$ cat src/rtl/uc_pkg.sv
// -----------------------------------------------------------------------------
// uc_pkg -- shared definitions for the microcontroller sequencing control unit.
//
// Purpose : opcode constants, FSM state encoding, ALU operation encodings and
//           the decoded-strobe bundle exchanged between uc_decode and uc_seq.
// Ports   : none (package).
// Config  : UC_STEP_EN (used by uc_seq) enables single-step sequencing. The
//           ST_STEPW state is always declared here but is reachable only when
//           that macro is defined.
// -----------------------------------------------------------------------------
package uc_pkg;

  // Opcode[5] set selects the ALU class; Opcode[4:2] is then the ALU op.
  localparam int OPC_ALU_BIT = 5;

  // LI is a 4-bit prefix: matched against Opcode[5:2], low two bits are free.
  localparam logic [3:0] OPC_LI   = 4'b0000;
  localparam logic [5:0] OPC_J    = 6'b000100;
  localparam logic [5:0] OPC_JZ   = 6'b000101;
  localparam logic [5:0] OPC_JNZ  = 6'b000110;
  localparam logic [5:0] OPC_HALT = 6'b000111;

  // ALU operation encodings, as carried in Opcode[4:2] and driven on Op.
  localparam logic [2:0] ALU_PASS_A = 3'b000;
  localparam logic [2:0] ALU_NOT_A  = 3'b001;
  localparam logic [2:0] ALU_ADD    = 3'b010;
  localparam logic [2:0] ALU_SUB    = 3'b011;
  localparam logic [2:0] ALU_AND    = 3'b100;
  localparam logic [2:0] ALU_OR     = 3'b101;
  localparam logic [2:0] ALU_NEG_A  = 3'b110;
  localparam logic [2:0] ALU_NEG_B  = 3'b111;

  typedef enum logic [1:0] {
    ST_BOOT  = 2'b00,
    ST_EXEC  = 2'b01,
    ST_HALT  = 2'b10,
    ST_STEPW = 2'b11
  } uc_state_t;

  // Raw decode result, before gating by the sequencer state.
  typedef struct packed {
    logic       s_inc;
    logic       s_inm;
    logic       we3;
    logic       wez;
    logic [2:0] op;
    logic       halt;
  } uc_strobes_t;

  // Strobe values whenever nothing is executing: PC+1 select, no writes.
  localparam uc_strobes_t STROBES_IDLE = '{
    s_inc: 1'b1,
    s_inm: 1'b0,
    we3:   1'b0,
    wez:   1'b0,
    op:    ALU_PASS_A,
    halt:  1'b0
  };

endpackage

$ cat src/rtl/uc_decode.sv
// -----------------------------------------------------------------------------
// uc_decode -- purely combinational instruction decoder.
//
// Purpose : map the 6-bit opcode and the registered zero flag onto the raw
//           datapath strobes. No state; uc_seq gates the result by FSM state.
// Ports   :
//   Opcode  in  6   Instruccion[15:10] from the datapath
//   z       in  1   registered zero flag
//   dec     out     uc_strobes_t bundle (s_inc, s_inm, we3, wez, op, halt)
// Config  : independent of UC_STEP_EN.
// -----------------------------------------------------------------------------
module uc_decode
  import uc_pkg::*;
(
  input  logic [5:0]  Opcode,
  input  logic        z,
  output uc_strobes_t dec
);

  always_comb begin
    dec = STROBES_IDLE;
    if (Opcode[OPC_ALU_BIT]) begin
      dec.op  = Opcode[4:2];
      dec.we3 = 1'b1;
      dec.wez = 1'b1;
    end else if (Opcode[5:2] == OPC_LI) begin
      dec.s_inm = 1'b1;
      dec.we3   = 1'b1;
    end else begin
      case (Opcode)
        OPC_J:    dec.s_inc = 1'b0;
        // Conditional jumps: s_inc=0 selects the jump target.
        OPC_JZ:   dec.s_inc = ~z;
        OPC_JNZ:  dec.s_inc = z;
        OPC_HALT: dec.halt  = 1'b1;
        default:  dec       = STROBES_IDLE;  // NOP
      endcase
    end
  end

endmodule

$ cat src/rtl/uc_seq.sv
// -----------------------------------------------------------------------------
// uc_seq -- sequencing control unit for the 10-bit-PC / 16-bit-instruction
//           microcontroller datapath.
//
// Purpose : run/halt FSM (BOOT, EXEC, HALT, and STEPW when single-step is
//           built in), decoded-strobe gating, PC hold enable and a wrapping
//           retired-instruction counter.
// Ports   :
//   clk       in  1      system clock, rising edge
//   reset     in  1      asynchronous, active-low reset
//   Opcode    in  6      Instruccion[15:10]
//   z         in  1      registered zero flag
//   start     in  1      level; leaves HALT
//   step_req  in  1      single-step request       (UC_STEP_EN only)
//   s_inc     out 1      1: PC+1, 0: load Dir_salto
//   s_inm     out 1      1: write immediate, 0: write ALU result
//   we3       out 1      register-file write enable
//   wez       out 1      zero-flag write enable
//   Op        out 3      ALU operation
//   pc_en     out 1      PC load enable
//   halted    out 1      high in HALT
//   step_ack  out 1      one-cycle pulse per step   (UC_STEP_EN only)
//   icount    out CNT_W  retired-instruction count (wraps)
// Config  : define UC_STEP_EN to add step_req/step_ack and the STEPW state.
// -----------------------------------------------------------------------------
module uc_seq
  import uc_pkg::*;
#(
  parameter int CNT_W = 16
) (
  input  logic             clk,
  input  logic             reset,
  input  logic [5:0]       Opcode,
  input  logic             z,
  input  logic             start,
`ifdef UC_STEP_EN
  input  logic             step_req,
  output logic             step_ack,
`endif
  output logic             s_inc,
  output logic             s_inm,
  output logic             we3,
  output logic             wez,
  output logic [2:0]       Op,
  output logic             pc_en,
  output logic             halted,
  output logic [CNT_W-1:0] icount
);

  uc_strobes_t      dec;
  uc_state_t        state_q, state_d;
  logic [CNT_W-1:0] icount_q, icount_d;
`ifdef UC_STEP_EN
  // Marks an EXEC cycle that was entered by a step request, so the following
  // cycle goes to STEPW instead of continuing to run.
  logic             stepping_q, stepping_d;
`endif

  uc_decode u_decode (
    .Opcode (Opcode),
    .z      (z),
    .dec    (dec)
  );

  always_comb begin
    s_inc    = STROBES_IDLE.s_inc;
    s_inm    = STROBES_IDLE.s_inm;
    we3      = STROBES_IDLE.we3;
    wez      = STROBES_IDLE.wez;
    Op       = STROBES_IDLE.op;
    pc_en    = 1'b0;
    halted   = 1'b0;
    state_d  = state_q;
    icount_d = icount_q;
`ifdef UC_STEP_EN
    step_ack   = 1'b0;
    stepping_d = stepping_q;
`endif

    case (state_q)
      // Gives the synchronous program memory one cycle to present address 0.
      ST_BOOT: state_d = ST_EXEC;

      ST_EXEC: begin
        s_inc    = dec.s_inc;
        s_inm    = dec.s_inm;
        we3      = dec.we3;
        wez      = dec.wez;
        Op       = dec.op;
        pc_en    = ~dec.halt;
        // Every EXEC cycle retires one instruction, HALT included.
        icount_d = icount_q + CNT_W'(1);
        if (dec.halt) begin
          state_d = ST_HALT;
`ifdef UC_STEP_EN
          // A stepped HALT goes straight back to HALT without an ack.
          stepping_d = 1'b0;
        end else if (stepping_q) begin
          state_d    = ST_STEPW;
          stepping_d = 1'b0;
`endif
        end
      end

      ST_HALT: begin
        halted = 1'b1;
        if (start) begin
          state_d = ST_EXEC;
`ifdef UC_STEP_EN
          // start has priority over a simultaneous step request.
          stepping_d = 1'b0;
        end else if (step_req) begin
          state_d    = ST_EXEC;
          stepping_d = 1'b1;
`endif
        end
      end

`ifdef UC_STEP_EN
      ST_STEPW: begin
        step_ack = 1'b1;
        state_d  = ST_HALT;
      end
`endif

      default: state_d = ST_BOOT;
    endcase
  end

  // Outputs are combinational from state_q, so the asynchronous reset drops
  // every write enable in the same cycle it is asserted.
  always_ff @(posedge clk or negedge reset) begin
    if (!reset) begin
      state_q    <= ST_BOOT;
      icount_q   <= '0;
`ifdef UC_STEP_EN
      stepping_q <= 1'b0;
`endif
    end else begin
      state_q    <= state_d;
      icount_q   <= icount_d;
`ifdef UC_STEP_EN
      stepping_q <= stepping_d;
`endif
    end
  end

  assign icount = icount_q;

endmodule

$ cat config.mk
export PLATFORM = sky130hd
export DESIGN_NAME = uc_seq
export DESIGN_NICKNAME = d
export VERILOG_FILES = /design/src/rtl/uc_pkg.sv /design/src/rtl/uc_decode.sv /design/src/rtl/uc_seq.sv
export SDC_FILE = /design/constraint.sdc
export NUM_CORES = 1
export LEC_CHECK = 0
export ABC_AREA = 1
export BUFFER_PORTS_ARGS = -buffer_cell sky130_fd_sc_hd__buf_2
export CORE_AREA = 5 5 55 57
export DETAILED_ROUTE_END_ITERATION = 7
export DIE_AREA = 0 0 60 62
export GPL_ROUTABILITY_DRIVEN = 1
export GPL_TIMING_DRIVEN = 1
export PLACE_DENSITY = 0.7
export SLEW_MARGIN = 25
export SYNTH_ARGS = -nofsm -noshare
export SYNTH_HDL_FRONTEND = slang
export SYNTH_SLANG_ARGS = --single-unit
$ cat constraint.sdc
create_clock -name clk -period 1.25 [get_ports clk]
set_clock_uncertainty 0.1 [all_clocks]
set_input_delay 0.125 -clock clk [delete_from_list [all_inputs] [get_ports clk]]
set_output_delay 0.125 -clock clk [all_outputs]
set_load 0.005 [all_outputs]
# --- Yosys cells after proc, flatten, opt, wreduce, memory -nomap -nowiden ---
# Cells that the tools add are included.
classes:
  n_addsub: 1
  eq_ne: 8
  muxes: 18
  n_bitwise: 2
  n_reduce_logical: 3
ops:
  columns: ["op", "n"]
  rows:
  - ["$eq A6 B3 Y1 const B", 4]
  - ["$add A16 B1 Y16 const B", 1]
  - ["$mux W1", 10]
  - ["$mux W2", 4]
  - ["$pmux W2 S3", 1]
  - ["$mux W5", 1]
  - ["$logic_not A4 Y1", 1]
  - ["$ne A2 B2 Y1 const B", 2]
  - ["$mux W3", 1]
  - ["$pmux W1 S3", 1]
  - ["$eq A2 B1 Y1 const B", 1]
  - ["$eq A2 B2 Y1 const B", 1]
  - ["$logic_not A2 Y1", 1]
  - ["$not A1 Y1", 2]
  - ["$reduce_and A2 Y1", 1]
totals:
  register_bits: 18
  input_bits: 10

# --- Longest topological paths before layout ---
logic_depth:
  ltp_word: 6
  ltp_mapped: 8
  ltp_nobuf: 8

# --- By module ---
# A second synthesis with hierarchy kept.
hier_totals:
  cells_unflattened: 142
  area_unflattened_um2: 1097.3
by_module_without_submodules:
  columns: ["mod", "n_inst", "cells_each", "area_per_inst_um2", "seq_area_each_um2"]
  rows:
  - ["uc_seq", 1, 120, 999.7, 450.4]
  - ["uc_decode", 1, 22, 97.6, 0.0]

# --- Worst setup path before layout ---
# No wires, ideal clock.
synth_path:
  path_type: "register -> register"
  startpoint: "reg icount_q[0], in the netlist icount[0]"
  endpoint: "reg icount_q[12], in the netlist icount[12]"
  arrival_time_ps: 1082
  t_required_ps: 1033
  slack_ps: -49
  stages_incl_launch_ff: 7
  path_buffers: 0
  synth_period_minus_slack_ps: 1299
  cell_sequence: "dfrtp_1 > ha_1 > nand3_2 > nor3_4 > nand3_1 > nand2_1 > nand2_1"
synth_between:
  elab_chain_len: 1
synth_rtl:
  columns: ["item", "line_no", "source"]
  rows:
  - ["from (decl)", "uc_seq.sv:52", "logic [CNT_W-1:0] icount_q, icount_d;"]
  - ["from (signal assigned)", "uc_seq.sv:141", "icount_q <= icount_d;"]
  - ["$add A16 B1 Y16", "uc_seq.sv:92", "icount_d = icount_q + CNT_W'(1);"]
# No other way between the ends.
# A chain may end at the register's enable or synchronous reset.

# --- Worst setup path after layout ---
layout_path:
  startpoint: "reg state_q[0]"
  endpoint: "out halted"
layout_between:
  elab_chain_len: 2
layout_rtl:
  columns: ["item", "line_no", "source"]
  rows:
  - ["from (decl)", "uc_seq.sv:51", "uc_state_t state_q, state_d;"]
  - ["from (signal assigned)", "uc_seq.sv:140", "state_q <= state_d;"]
  - ["$eq A2 B2 Y1", "uc_seq.sv:80", "case (state_q)"]
  - ["$mux W1", "uc_seq.sv:80", null]
  - ["to (decl)", "uc_seq.sv:46", "output logic halted,"]
# No other way between the ends.

==> results.py <==
metrics = {
    "run_status": {
        "status": "complete, but fails checks",
        "violations": "design-rule violations, negative setup slack",
    },
    "setup_path": {
        "path_buf_inv": 3,
        "crit_slowest_cell": "dfrtp_2",
        "endpoint_kind": "output pin",
        "cp.arrival_ps": 1210,
        "worst_path_most_repeated_cell": "buf_4",
        "startpoint_type": "flip-flop",
        "crit_required_ps": 1020,
        "crit_type": "reg -> out",
        "worstPathCellList": "buf_4 > buf_4 > nor2_1 > buf_2",
        "slowest_delay_ps": 440,
        "critPathMaxFanout": 3,
        "cp_top_family": "flip-flops",
    },
    "clock_network": {
        "cts_buffers": 3,
        "h-tree-depth": 1,
        "clockBufferDepth": 2,
        "cts.clk_slew.worst_paths_ps": 100,
        "cts_root_buf": "clkbuf_4",
        "cts.sinks": 18,
        "cts_tree": "done",
        "insertion_delay_ps": 300,
    },
    "yosys": {
        "ys_types": 22,
        "synth_largest_area_cell": "dfrtp_1",
        "syn_area_sq_um": 992,
        "synth_top_area_share_pct": 45.4,
        "synth_cells": 125,
        "ys_seq_area_share_pct": 45.4,
        "yosysWarnings": 0,
        "synth-seq-cells": 18,
        "synth_edf_count": 0,
        "synthTopCellsByArea": "dfrtp_1, nand2_1, nor2_1",
        "synth_ff_type": "dfrtp_1",
        "synth.avg_cell_area_sq_um": 7.94,
        "synth_fp_nets": 136,
        "ys_async_sr_fraction_pct": 100,
    },
    "grt": {
        "grt_start_max_net_pins": 19,
        "grt_overflow": 0,
        "grt_pass1_wl_mm": 4.37,
        "grt_pass1_vias": 1091,
        "track_usage_pct": 15.7,
        "grt_antenna_before_repair": 0,
    },
    "pwr": {
        "p_per_area_nw_per_um2": 1740,
        "pwr-share-seq_pct": 31.5,
        "combinationalPowerShare_pct": 55.0,
        "pwr-share-clk_pct": 13.5,
        "p_leak_nw": 0.820,
        "sw_frac_of_total_pct": 37.6,
        "internal-power_mw": 1.73,
        "vdd_drop_max_mv": 1.04,
        "netSwitchingPower_mw": 1.04,
    },
    "min_path": {
        "hold_path_class": "in -> reg",
    },
    "final_layout": {
        "drive_gt1_share_pct": 48.2,
        "nets": 203,
        "nFillCells": 220,
        "num_antenna_cells": 0,
        "final_cells": 221,
        "syn_to_final_growth_pct": 61.0,
        "final_common_cell": "buf_2",
        "fin_util_pct": 65.7,
        "final_area_sq_um": 1600,
        "mostFrequentLayoutCells": "buf_2, nand2_1, buf_4",
    },
    "timing": {
        "period_share_pct": 114,
        "drv_slew": 0,
        "grt_setup_unrepaired": "true",
        "finalHoldViolCount": 0,
        "fmaxAchievable_mhz": 699,
        "setup_violations": 21,
        "worst_slack_ps": -181,
        "fin_crit_ps": 1430,
        "worstMarginPinSlew_ps": 426,
        "relSlewSlack_pct": 71.6,
    },
    "placement": {
        "place_hpwl_mm": 1.98,
        "placed_cells": 204,
        "port_buffers": 34,
        "dpl_cell_area_sq_um": 1320,
        "routabilityCongestion": 0.817,
    },
    "floorplan": {
        "core.rowCount": 18,
        "die_h_um": 62,
        "start_util_pct": 40.8,
        "pin_count": 35,
        "die_x_um": 60,
        "design.die.area_sq_um": 3720,
        "core_area_sq_um": 2430,
    },
    "drt": {
        "drc": 2,
        "vias_per_cell": 4.69,
        "drt_iter0_markers": 26,
        "wl_mm": 2.73,
        "wl_per_cell_um": 12.4,
        "drt-pass1-iter-count": 6,
        "antenna_left": 0,
        "vias": 1037,
    },
    "job": {
        "drv_cap": 0,
    },
}
-- flip-flops by register name, indices dropped and copies added, names as in the netlist --
| register | cells |
|---|---|
| state_q | 2 |
| icount | 16 |
-- cell families after synthesis --
| family | share of synthesized area, % |
|---|---|
| XOR/XNOR | 6.18 |
| adder cells (fa/ha/maj) | 1.26 |
| buffers and inverters | 7.57 |
| flip-flops | 45.4 |
| multiplexers | 1.01 |
| AO/OA/AOI/OAI | 2.77 |
| AND/OR/NAND/NOR | 35.8 |
-- worst register-to-register path, cell delays in order, from the launching register on --
cell     delay [ps]
dfrtp_2         400
buf_4           120
buf_4           100
nand3_4         110
nor3_4          230
nand3_1         130
nand2_1          80
nand2_1          50
-- repair_timing --
item / CTS / global route
setup endpoints to repair: 17 / 28
hold buffers: 2 / 0
buffers inserted: 11 / 2
cloned: 0 / 0
pin swaps: 9 / 4
gates resized for setup: 19 / 14
hold endpoints to repair: 19 / 0
-- final cells by class --
type	count	area, sq um	area share, %
Sequential cell	18	453	28.3
Tap cell	30	37.5	2.35
Multi-Input combinational cell	87	571	35.7
Clock buffer	4	36.3	2.27
Timing Repair Buffer	62	424	26.5
Inverter	20	76.3	4.78
-- synthesized netlist by cell type, types with 2 or more instances --
cell type / number
nor3_1: 3
nor2_2: 2
inv_1: 14
nand3_2: 3
nor2_1: 16
inv_2: 5
nand2_1: 31
nand3_1: 10
dfrtp_1: 18
xor2_1: 2
xnor2_1: 5
nand4_1: 4
o21ai_1: 3
-- power by group through the flow --
stage	Combinational (mW)	Sequential (mW)	Clock [mW]
6_report	1.53	0.876	0.374
5_1_grt	1.67	0.897	0.408
3_5_place_dp	1.03	0.883	0
2_1_floorplan	0.477	0.901	0
3_3_place_gp	1.01	0.874	0
4_1_cts	1.40	0.865	0.381
-- routing by layer --
layer / global-route usage (%) / share of wire (%)
met1: 15.2 / 40
met2: 31.3 / 53
met3: 3.93 / 6.7
met4: 6.33 / 0.70
met5: 0 / 0
-- path summary, 6_finish.rpt --
path / startpoint / to / slack [ps] / cells after the start
worst max-delay path: state_q[0] / halted / -180 / 4
worst min-delay path: Opcode[1] / state_q[1] / 50 / 3
worst max register to register: state_q[0] / icount[12] / -140 / 7
worst min register to register: icount[15] / icount[15] / 440 / 2
max in group asynchronous: reset / state_q[0] / 540 / 2
min in group asynchronous: reset / icount[10] / 170 / 2
-- metrics by stage --
step / total power, mW / TNS (ps) / setup slack [ps] / hold slack [ps]
6_report: 2.78 / -1870 / -181 / 45.4
5_1_grt: 2.97 / -3740 / -265 / 50.5
4_1_cts: 2.64 / -2090 / -183 / 36.0
3_5_place_dp: 1.91 / -295 / -86.8 / -13.4
3_3_place_gp: 1.89 / -26.3 / -8.79 / -28.7
2_1_floorplan: 1.38 / -146 / -40.3 / -271
Note: power is estimated with default switching activity, not from simulation.
